--- src/rtl/pll_lock_mgr.sv ---
// pll_lock_mgr
//
// Lock supervisor for the ADDA PLL. Pulses the PLL reset, waits for the
// (asynchronous) PLL lock to be stable for a programmed time, then releases
// the ADDA-domain reset. Lock loss or lock timeout re-initialises the PLL,
// with a bounded number of retries before a sticky failure is reported.
// Runs on the free-running board clock so it works before the PLL is up.
//
// Build option:
//   PLL_LOCK_MGR_AUTO_RELOCK_EN defined   - timeouts retry with a fresh PLL
//                                            reset pulse (up to MAX_RETRY), and
//                                            lock loss in RUN re-pulses the PLL.
//   PLL_LOCK_MGR_AUTO_RELOCK_EN undefined - no retries: timeout goes straight
//                                            to FAIL, lock loss in RUN returns
//                                            to WAIT_LOCK without a PLL pulse.
//
// Ports:
//   sys_clk       in   50 MHz free-running clock
//   sys_rst_n     in   synchronous active-low reset
//   pll_lock      in   PLL lock, asynchronous to sys_clk
//   pll_rst       out  PLL reset, active-high
//   adda_rst_n    out  active-low reset for the ADDA logic
//   lock_ok       out  high only in RUN
//   lock_fail     out  sticky failure flag (cleared only by sys_rst_n)
//   retry_cnt     out  [1:0] retries used in the current acquisition
//   lock_loss_cnt out  [7:0] lock losses seen in RUN, saturating at 255
//
// state     | meaning
// ----------+----------------------------------------------------------
// RESET_PLL | pll_rst high for PLL_RST_CYC cycles
// WAIT_LOCK | PLL released, waiting up to RELOCK_TIMEOUT_CYC for lock
// STABLE    | lock seen, must hold for LOCK_STABLE_CYC consecutive cycles
// RUN       | ADDA reset released, watching for lock loss
// FAIL      | retries exhausted, everything held off until sys_rst_n

module pll_lock_mgr #(
    parameter int PLL_RST_CYC        = 16,
    parameter int LOCK_STABLE_CYC    = 1024,
    parameter int RELOCK_TIMEOUT_CYC = 50000,
    parameter int MAX_RETRY          = 3
) (
    input  logic       sys_clk,
    input  logic       sys_rst_n,
    input  logic       pll_lock,
    output logic       pll_rst,
    output logic       adda_rst_n,
    output logic       lock_ok,
    output logic       lock_fail,
    output logic [1:0] retry_cnt,
    output logic [7:0] lock_loss_cnt
);

`ifdef PLL_LOCK_MGR_AUTO_RELOCK_EN
    localparam bit AUTO_RELOCK = 1'b1;
`else
    localparam bit AUTO_RELOCK = 1'b0;
`endif

    localparam int CNT_MAX =
        (PLL_RST_CYC > LOCK_STABLE_CYC)
            ? ((PLL_RST_CYC > RELOCK_TIMEOUT_CYC) ? PLL_RST_CYC : RELOCK_TIMEOUT_CYC)
            : ((LOCK_STABLE_CYC > RELOCK_TIMEOUT_CYC) ? LOCK_STABLE_CYC : RELOCK_TIMEOUT_CYC);
    localparam int CW = $clog2(CNT_MAX + 1);

    // Terminal counts: a state entered on edge X is left on edge X+N.
    localparam logic [CW-1:0] RST_LAST     = CW'(PLL_RST_CYC - 1);
    localparam logic [CW-1:0] STABLE_LAST  = CW'(LOCK_STABLE_CYC - 1);
    localparam logic [CW-1:0] TIMEOUT_LAST = CW'(RELOCK_TIMEOUT_CYC - 1);
    localparam logic [CW-1:0] CNT_ONE      = CW'(1);

    typedef enum logic [2:0] {
        RESET_PLL,
        WAIT_LOCK,
        STABLE,
        RUN,
        FAIL
    } state_t;

    state_t        state;
    logic [CW-1:0] cnt;
    logic          lock_meta;
    logic          lock_s;
    // Low on the first edge after reset release so that edge counts as the
    // entry into RESET_PLL: the first PLL pulse then lasts a full
    // PLL_RST_CYC cycles measured from release.
    logic          armed;

    always_ff @(posedge sys_clk) begin
        if (!sys_rst_n) begin
            state         <= RESET_PLL;
            cnt           <= '0;
            lock_meta     <= 1'b0;
            lock_s        <= 1'b0;
            armed         <= 1'b0;
            pll_rst       <= 1'b1;
            adda_rst_n    <= 1'b0;
            lock_ok       <= 1'b0;
            lock_fail     <= 1'b0;
            retry_cnt     <= 2'd0;
            lock_loss_cnt <= 8'd0;
        end else begin
            lock_meta <= pll_lock;
            lock_s    <= lock_meta;
            armed     <= 1'b1;

            if (armed) begin
                case (state)
                    RESET_PLL: begin
                        if (cnt == RST_LAST) begin
                            state   <= WAIT_LOCK;
                            cnt     <= '0;
                            pll_rst <= 1'b0;
                        end else begin
                            cnt <= cnt + CNT_ONE;
                        end
                    end

                    WAIT_LOCK: begin
                        // Lock is checked first so it wins over a coincident timeout.
                        if (lock_s) begin
                            state <= STABLE;
                            cnt   <= '0;
                        end else if (cnt == TIMEOUT_LAST) begin
                            cnt <= '0;
                            if (AUTO_RELOCK && ({30'd0, retry_cnt} < 32'(MAX_RETRY))) begin
                                state     <= RESET_PLL;
                                pll_rst   <= 1'b1;
                                retry_cnt <= retry_cnt + 2'd1;
                            end else begin
                                state     <= FAIL;
                                lock_fail <= 1'b1;
                            end
                        end else begin
                            cnt <= cnt + CNT_ONE;
                        end
                    end

                    STABLE: begin
                        if (!lock_s) begin
                            state <= WAIT_LOCK;
                            cnt   <= '0;
                        end else if (cnt == STABLE_LAST) begin
                            state      <= RUN;
                            cnt        <= '0;
                            retry_cnt  <= 2'd0;
                            adda_rst_n <= 1'b1;
                            lock_ok    <= 1'b1;
                        end else begin
                            cnt <= cnt + CNT_ONE;
                        end
                    end

                    RUN: begin
                        if (!lock_s) begin
                            cnt        <= '0;
                            adda_rst_n <= 1'b0;
                            lock_ok    <= 1'b0;
                            if (lock_loss_cnt != 8'hFF) begin
                                lock_loss_cnt <= lock_loss_cnt + 8'd1;
                            end
                            if (AUTO_RELOCK) begin
                                state   <= RESET_PLL;
                                pll_rst <= 1'b1;
                            end else begin
                                state <= WAIT_LOCK;
                            end
                        end
                    end

                    FAIL: begin
                        cnt <= '0;
                    end

                    default: begin
                        state      <= RESET_PLL;
                        cnt        <= '0;
                        pll_rst    <= 1'b1;
                        adda_rst_n <= 1'b0;
                        lock_ok    <= 1'b0;
                    end
                endcase
            end
        end
    end

endmodule

--- config.mk ---
export PLATFORM = sky130hd
export DESIGN_NAME = pll_lock_mgr
export DESIGN_NICKNAME = d
export VERILOG_FILES = /design/src/rtl/pll_lock_mgr.sv
export SDC_FILE = /design/constraint.sdc
export NUM_CORES = 1
export LEC_CHECK = 0
export BUFFER_PORTS_ARGS = -buffer_cell sky130_fd_sc_hd__buf_4
export CORE_MARGIN = 4
export CORE_UTILIZATION = 58
export CTS_CLUSTER_DIAMETER = 200
export DETAILED_ROUTE_END_ITERATION = 8
export PLACE_DENSITY = 0.82
export SLEW_MARGIN = 20
export SYNTH_ARGS = -nofsm -noshare
export SYNTH_HDL_FRONTEND = slang
export SYNTH_SLANG_ARGS = --single-unit
--- constraint.sdc ---
create_clock -name sys_clk -period 2.56 [get_ports sys_clk]
set_input_delay 0.64 -clock sys_clk [delete_from_list [all_inputs] [get_ports sys_clk]]
set_output_delay 0.64 -clock sys_clk [all_outputs]
set_load 0.02 [all_outputs]
Yosys cells after proc, flatten, opt, wreduce, memory -nomap -nowiden
Cells that the tools add are included.
Storage, ports and cells
  bits of input ports: 3
  word-level logic and storage cells: 59
  latch bits: 0
  bits in writable memories: 0
  memories kept: 0
  output and inout bits: 14
  bits in registers: 33
  bits in read-only memories: 0
Operators by class
  shift-type cells: 0
  multiply operators: 0
  add/subtract/negate cells: 2
  bitwise operators: 4
  order comparisons: 0
  divide/modulo/power cells: 0
  eq/ne operators: 14
  reductions and logical operators: 9
  multiplexer cells: 21
Operator list (count)
  16-bit 2-to-1 mux: 6
  16-bit one-hot mux with 4 select lines: 1
  3-bit 2-to-1 mux: 6
  16-bit by 1-bit adder with 16-bit output, second input constant: 1
  16-bit by 10-bit equality test with 1-bit output, second input constant: 1
  16-bit equality test, second input constant: 1
  16-bit by 4-bit equality test with 1-bit output, second input constant: 1
  3-bit one-hot mux with 5 select lines: 1
  8-bit by 1-bit adder with 8-bit output, second input constant: 1
  2-bit inequality test, second input constant: 4
  8-bit inequality test, second input constant: 1
  4-bit AND reduction: 2
  3-bit by 2-bit equality test with 1-bit output, second input constant: 2
  3-bit inequality test, second input constant: 2
  6-bit AND reduction: 1
  1-bit 2-to-1 mux: 5
  5-bit AND reduction: 1
  1-bit NOT: 4
  4-bit OR reduction: 1
  3-bit by 1-bit equality test with 1-bit output, second input constant: 1
  3-bit equality test, second input constant: 1
  3-bit logical NOT: 1
  1-bit one-hot mux with 3 select lines: 1
  3-bit AND reduction: 1
  3 further kinds: 3

Depth between registers and ports, before layout
Gate-level depths: netlist of run 1.
  depth in word-level cells: 4
  depth in mapped cells: 9
  mapped depth without buffers: 7

Worst setup path after synthesis of run 1
OpenSTA, ideal clock, no wires.
  kind: reg2reg
  start: register cnt[0]
  end: register cnt[10]
  cell stages (with the launch flop): 10
  period minus slack after synthesis: 2004 ps
  required time: 2445 ps
  library setup time: 115 ps
  setup slack: 556 ps
  arrival: 1889 ps
  buffers on the path: 2
  cell sequence: dfxtp_1 -> ha_1 -> nand3_1 -> or4_1 -> clkbuf_1 -> o211ai_2 -> nand3_4 -> nor2_4 -> buf_6 -> nor2_1
Between the ends
  cells in the longest elaborated chain, start to end: 4
  elaborated cells on any way between the ends: 10
  classes of those cells: add/sub (1); eq/ne (3); mux (6)
Ends and longest elaborated chain
  from (decl): line 80  | logic [CW-1:0] cnt;
  from (signal assigned): line 114  | cnt <= cnt + CNT_ONE;
  from (signal assigned): line 134  | cnt <= cnt + CNT_ONE;
  from (signal assigned): line 149  | cnt <= cnt + CNT_ONE;
  16-bit by 1-bit adder with 16-bit output, or another cell as far along: line 114, 134, 149
  16-bit 2-to-1 mux, on equally long branches: line 142, 123
  16-bit 2-to-1 mux, on equally long branches: line 139, 120
  16-bit one-hot mux with 4 select lines (*): line 107  | case (state)
Every way passes the cells marked *; elsewhere a longest branch is shown, timed or not.
A chain may end at the register's enable or synchronous reset.

Worst setup path in the final report of run 1
  start: register cnt[0]
  end: register cnt[11]
Same word-level chain as after synthesis.

==> results of run 1 <==
cell usage after synthesis, drive strengths merged (2+ instances only):
master and number:
ha 2, xnor2 8, o211ai 3, xor2 9, buf 5, o31ai 2, nand3 11, o21ai 16
and3 2, and2 7, a21oi 4, mux2i 2, nor2 19, or3 4, inv 4, a21boi 5
or4 4, nand4 10, nor3 4, nand2 13, nor2b 5, dfxtp 33, clkbuf 6, nor4 2
a22o 2, nand3b 2
flip-flops by register name (all words and copies together) (netlist names):
register and cells:
lock_fail 1, lock_meta 1, pll_rst 1, armed 1, lock_s 1, lock_ok 1, state 3, cnt 16
lock_loss_cnt 8
through the flow:
stage / std cells / power, W
after floorplan: 196 / 0.000585
after global placement: 230 / 0.000587
after detailed placement: 230 / 0.000590
after CTS: 238 / 0.000899
after global routing: 238 / 0.000934
final: 238 / 0.000890
worst paths after layout:
path	end	cells after the start
max	cnt[11]	7
min	lock_s	1
max reg2reg	cnt[11]	7
min reg2reg	lock_s	1
metal layers:
layer | vias to the layer above | part of all wire, % | track usage, %
met1 | 656 | 45 | 23.2
met3 | 7 | 4.7 | 4.32
met4 | 0 | 2.0 | 8.40
li1 | 709 | - | -
met2 | 31 | 48 | 30.6
met5 | - | 0 | 0
critical path: stages, from the launching register on:
cell	delay, ns
dfxtp_1	0.41
ha_1	0.20
nand3_1	0.14
or4_1	0.62
o211ai_2	0.25
nand3_4	0.14
nor2_4	0.26
o21ai_0	0.14
cells by family (layout without fill, tap and decap cells):
| logic type | Yosys count | count (layout) | share of synthesized area [%] |
|---|---|---|---|
| buffers and inverters | 15 | 26 | 4.49 |
| AO/OA/AOI/OAI | 35 | 35 | 13.6 |
| flip-flops | 33 | 33 | 38.9 |
| XOR/XNOR | 17 | 17 | 8.77 |
| other | 1 | 2 | 0.221 |
| AND/OR/NAND/NOR | 90 | 90 | 31.3 |
| adder cells (fa/ha/maj) | 2 | 2 | 1.47 |
| multiplexers | 2 | 2 | 1.18 |
power breakdown:
part,leakage [nW],switching (W),internal [W]
Sequential,0.267,0.0000103,0.000519
Clock,0.0382,0.000178,0.000134
Combinational,0.363,0.0000318,0.0000174
layout make-up:
| class | count | area [sq um] |
|---|---|---|
| multi-input combinational | 148 | 965 |
| fill | 222 | 932 |
| sequential | 33 | 661 |
| timing repair buffer | 14 | 105 |
| clock buffer | 6 | 51.3 |
| tap | 31 | 38.8 |
| inverter | 4 | 15.0 |
| clock inverter | 2 | 13.8 |
==> impl_results.md, run 1 <==
- Hold Buf Count CTS: 0
- CTS Sinks: 33
- Largest fanout on the critical path: 12
- Final setup TNS: 0 ns
- Slew HR: around 56%
- CP Launch Type: flop
- H-Tree Depth: 2
- PortBufs: 14
- Run status: finished, final reports clean
- Post_cts resized: 0
- RSZ-0062 raised after global routing: false
- Average wire per standard cell: between 10 and 15 um
- Io pins: 17
- Cells after synthesis: roughly 200
- Hold WS: approximately 0.44 ns
- Vias/cell: a little under 6
- Std-Cell Rows: 19
- Chip Height: 62.1 um
- Slew Viols, Final: 0
- Area of the mapped netlist: roughly 1700 sq um
- CTS tree: done
- Initial antenna violation count: 0
- Most frequent cells in the layout: 33 x dfxtp_1, 18 x nor2_1, 14 x o21ai_0, 14 x buf_4, 13 x nand2_1
- Fmax achieved: about 0.44 GHz
- Synthesized area per cell: 8.71 sq um
- Via Count: ~1.4k
- Synth area leaders: dfxtp_1 39%, xor2_1 4.6%, o21ai_0 4.1%
- Final period utilization: between 80% and 90%
- YS warnings: 0
- Most common cell after layout, fill and taps aside: dfxtp_1
- Layout net count: around 210
- R2r setup slk: around 0.28 ns
- Worst skew pair latency: 0.34 ns
- Crit. Startpoint: cnt[0]
- Synth Flop Type: dfxtp_1
- Max-cap violations: 0
- FFs w/ async S/R, synth: 0%
- CTS Buf Count: 5
- Diode count: 0
- Setup Buffers After CTS: 0
- Hold wc startpoint: lock_meta
- Final instance area: 1850 sq um
- Cell taking the most area after synthesis: dfxtp_1
- Crit path kind: reg -> reg
- Largest net degree at the start of global routing: 23
- First-pass GRT wire length: ~6000 um
- Antenna Violating Nets Remaining: 0
- CORE AREA: around 2800 sq um
- Clk root buf: clkbuf_4
- Leakage power: 0.668 nW
- Worst-path clk slew: between 0.1 and 0.15 ns
- DRC Markers: 0
- Clock Skews: roughly 0.017 ns
- HP Class: reg -> reg
- Seq/Total Area, Yosys: roughly two fifths
- First drt pass iteration count: 4
- Area of the die: approximately 3900 sq um
- Setup crit end kind: flop
- Slew @ Worst Pin: 0.654 ns
- Setup violators final: 0
- DRT iter0 DRCs: about 140
- Netlist cell types: 48
- Yosys reg bits: 33
- Clock Tree Buf Depth: 2
- RePlAce Congestion: 0.860
- Utilization after layout: about two thirds
- Yosys top cell area share: 38.9%
- Initial Utilization: 61.0%
- R2R Path Start: cnt[0]
- Pwr Density: about 480 nW/um^2
- Cell Area, Placed: roughly 1800 sq um
- Remaining Overflow, GRT: 0
- Fin crit period: between 2 and 2.5 ns
- Arr. time, crit path: about 2.5 ns
- Pre-CTS setup slack: around 0.28 ns
- Final WS setup: roughly 0.28 ns
- Dpl hpwl: ~2400 um
- Final Hold Vio Count: 0
- Final wirelength: around 3300 um
- P&R area growth vs syn: 8.92%
- Worst vdd ir: 0.406 mV
- Die Width: just over 60 um
- Number of global-route vias before repair: 1385
- Required @ worst endpoint: roughly 2.8 ns
- Layout cell share with drive strength beyond 1: around 17%
- Gr usage total: 18.7%
- Number of enable flip-flop cells after synthesis: 0
Power figures use the tool's default switching activity.
==> inputs of run 2 (changes only) <==
- RECOVER_POWER: unset -> 100
==> impl_results.md, run 2 (synthesis results as in run 1) <==
- Hold Buf Count CTS: 0 (unchanged)
- Sequential power share: 59.6% (was 59.5%)
- Average wire per standard cell: 13.9 um (about the same)
- Final period utilization: 89.3% (was 89.0%)
- Clock Tree Buf Depth: 2 (unchanged)
- Gr usage total: 18.7% (unchanged)
- Largest Register: cnt (unchanged)
- RSZ-0062 raised after global routing: false (unchanged)
- First drt pass iteration count: 4 (unchanged)
- Regs by FF count: cnt (16), lock_loss_cnt (8), state (3) (unchanged)
- Remaining Overflow, GRT: 0 (unchanged)
- RePlAce Congestion: 0.860 (unchanged)
- Max-cap violations: 0 (unchanged)
- PortBufs: 14 (unchanged)
- Slowest CP cell: or4_1 (unchanged)
- Required @ worst endpoint: 2.79 ns (about the same)
- Antenna Violating Nets Remaining: 0 (unchanged)
- Final setup TNS: 0 ns (unchanged)
- Std-Cell Rows: 19 (unchanged)
- Slew Viols, Final: 0 (unchanged)
- Setup Buffers After CTS: 0 (unchanged)
- Final WS setup: 0.273 ns (was 0.280 ns)
- WHS Path Cells: 1 (unchanged)
- Crit. Startpoint: cnt[0] (unchanged)
- Worst-case reg-to-reg path depth: 7 (unchanged)
- Number of global-route vias before repair: 1385 (unchanged)
- P&R area growth vs syn: 5.82% (was 8.92%)
- Hold wc startpoint: lock_meta (unchanged)
- Setup crit end kind: flop (unchanged)
- CTS Sinks: 33 (unchanged)
- Clk root buf: clkbuf_4 (unchanged)
- HP Class: reg -> reg (unchanged)
- Fin crit period: 2.29 ns (was 2.28 ns)
- Die Width: 62.1 um (unchanged)
- Worst skew pair latency: 0.34 ns (about the same)
- Arr. time, crit path: 2.52 ns (was 2.51 ns)
- Layout cell share with drive strength beyond 1: 10.6% (was 17.4%)
- Worst path cell trace: ha_1, nand3_1, or4_1, o211ai_2, nand3_4, nor2_4, o21ai_0 (unchanged)
- Largest fanout on the critical path: 12 (unchanged)
- Crit path kind: reg -> reg (unchanged)
- Initial antenna violation count: 0 (unchanged)
- Switching part of the total: 24.6% (was 24.7%)
- Slew @ Worst Pin: 0.751 ns (was 0.654 ns)
- Via Count: 1418 (was 1403)
- DRC Markers: 0 (unchanged)
- Final wirelength: 3300 um (was 3310 um)
- Clock network power share: 34.9% (was 35.0%)
- Psw: 0.000219 W (was 0.000220 W)
- Most frequent cells in the layout: 33 x dfxtp_1, 18 x nor2_1, 15 x o21ai_0 (was 33 x dfxtp_1, 18 x nor2_1, 14 x o21ai_0, 14 x buf_4, 13 x nand2_1)
- Fmax achieved: 0.437 GHz (was 0.439 GHz)
- First-pass GRT wire length: 6010 um (unchanged)
- Leakage power: 0.612 nW (was 0.668 nW)
- Largest net degree at the start of global routing: 23 (unchanged)
- Vias/cell: 5.96 (was 5.89)
- Dpl hpwl: 2450 um (unchanged)
- Setup violators final: 0 (unchanged)
- Final Hold Vio Count: 0 (unchanged)
- Initial Utilization: 61.0% (unchanged)
- Chip Height: 62.1 um (unchanged)
- Area of the die: 3860 sq um (unchanged)
- Post_cts resized: 0 (unchanged)
- H-Tree Depth: 2 (unchanged)
- Slew HR: 50.0% (was 56.1%)
- Logic pwr share: 5.5% (about the same)
- Worst vdd ir: 0.407 mV (was 0.406 mV)
- Power Internal: 0.000670 W (was 0.000671 W)
- R2R Path Start: cnt[0] (unchanged)
- Hold WS: 0.443 ns (was 0.444 ns)
- CORE AREA: 2780 sq um (unchanged)
- CTS Buf Count: 5 (unchanged)
- Run status: finished, final reports clean (unchanged)
- Io pins: 17 (unchanged)
- Max reg flops: 16 (unchanged)
- Pre-CTS setup slack: 0.283 ns (unchanged)
- CTS tree: done (unchanged)
- Clock Skews: 0.0176 ns (was 0.0173 ns)
- Pwr Density: 495 nW/um^2 (was 481 nW/um^2)
- Most common cell after layout, fill and taps aside: dfxtp_1 (unchanged)
- Worst path max stage delay: 0.62 ns (about the same)
- CP Launch Type: flop (unchanged)
- Diode count: 0 (unchanged)
- Worst-path clk slew: 0.11 ns (about the same)
- Layout net count: 211 (unchanged)
- DRT iter0 DRCs: 146 (was 138)
[run 2: changes by cell type in the layout (fill, tap and decap cells not counted)]
cell,change
and2_0,+4
and2_1,-4
buf_4,-13
clkbuf_1,+13
o21ai_0,+1
o21ai_1,-1
or4_1,+1
or4_4,-1
[run 2: critical path, delay by kind of cell (launching register included)]
family	cells	cell delay, ns
simple gates	4	1.16
compound gates	2	0.40
flops	1	0.41
fa+ha+maj	1	0.20
[run 2: power by group through the flow]
stage | clock network (W) | registers (W) | logic (W)
CTS | 0.000320 | 0.000529 | 0.0000496
floorplan | 0 | 0.000535 | 0.0000494
finish | 0.000310 | 0.000530 | 0.0000485
global placement | 0 | 0.000540 | 0.0000468
detailed placement | 0 | 0.000541 | 0.0000490
global route | 0.000348 | 0.000532 | 0.0000542
[run 2: area by class of cell]
class                           instances  area [sq um]
Tap cell                               31          38.8
Clock inverter                          2          13.8
Fill cell                             238           985
Clock buffer                            6          51.3
Multi-Input combinational cell        148           961
Inverter                                4          15.0
Sequential cell                        33           661
Timing Repair Buffer                   14          56.3
[run 2: path summary, 6_finish.rpt]
path,slack (ns),endpoint
max,0.27,cnt[12]
min,0.44,lock_s
max reg2reg,0.27,cnt[12]
min reg2reg,0.44,lock_s
[run 2: metal layers]
| metal | vias to the layer above | routed length, um | GRT usage [%] |
|---|---|---|---|
| met5 | - | 0 | 0 |
| met1 | 655 | 1510 | 23.2 |
| met3 | 11 | 158 | 4.32 |
| met2 | 40 | 1550 | 30.6 |
| met4 | 0 | 77 | 8.40 |
| li1 | 712 | - | - |
[run 2: metrics by stage]
step | cells | total power, W | util (%) | cell area (sq um)
CTS | 238 | 0.000899 | 66.5 | 1850
detailed placement | 230 | 0.000590 | 64.1 | 1780
global route | 238 | 0.000934 | 64.6 | 1800
finish | 238 | 0.000889 | 64.6 | 1800
global placement | 230 | 0.000587 | 64.1 | 1780
floorplan | 196 | 0.000585 | - | 1700
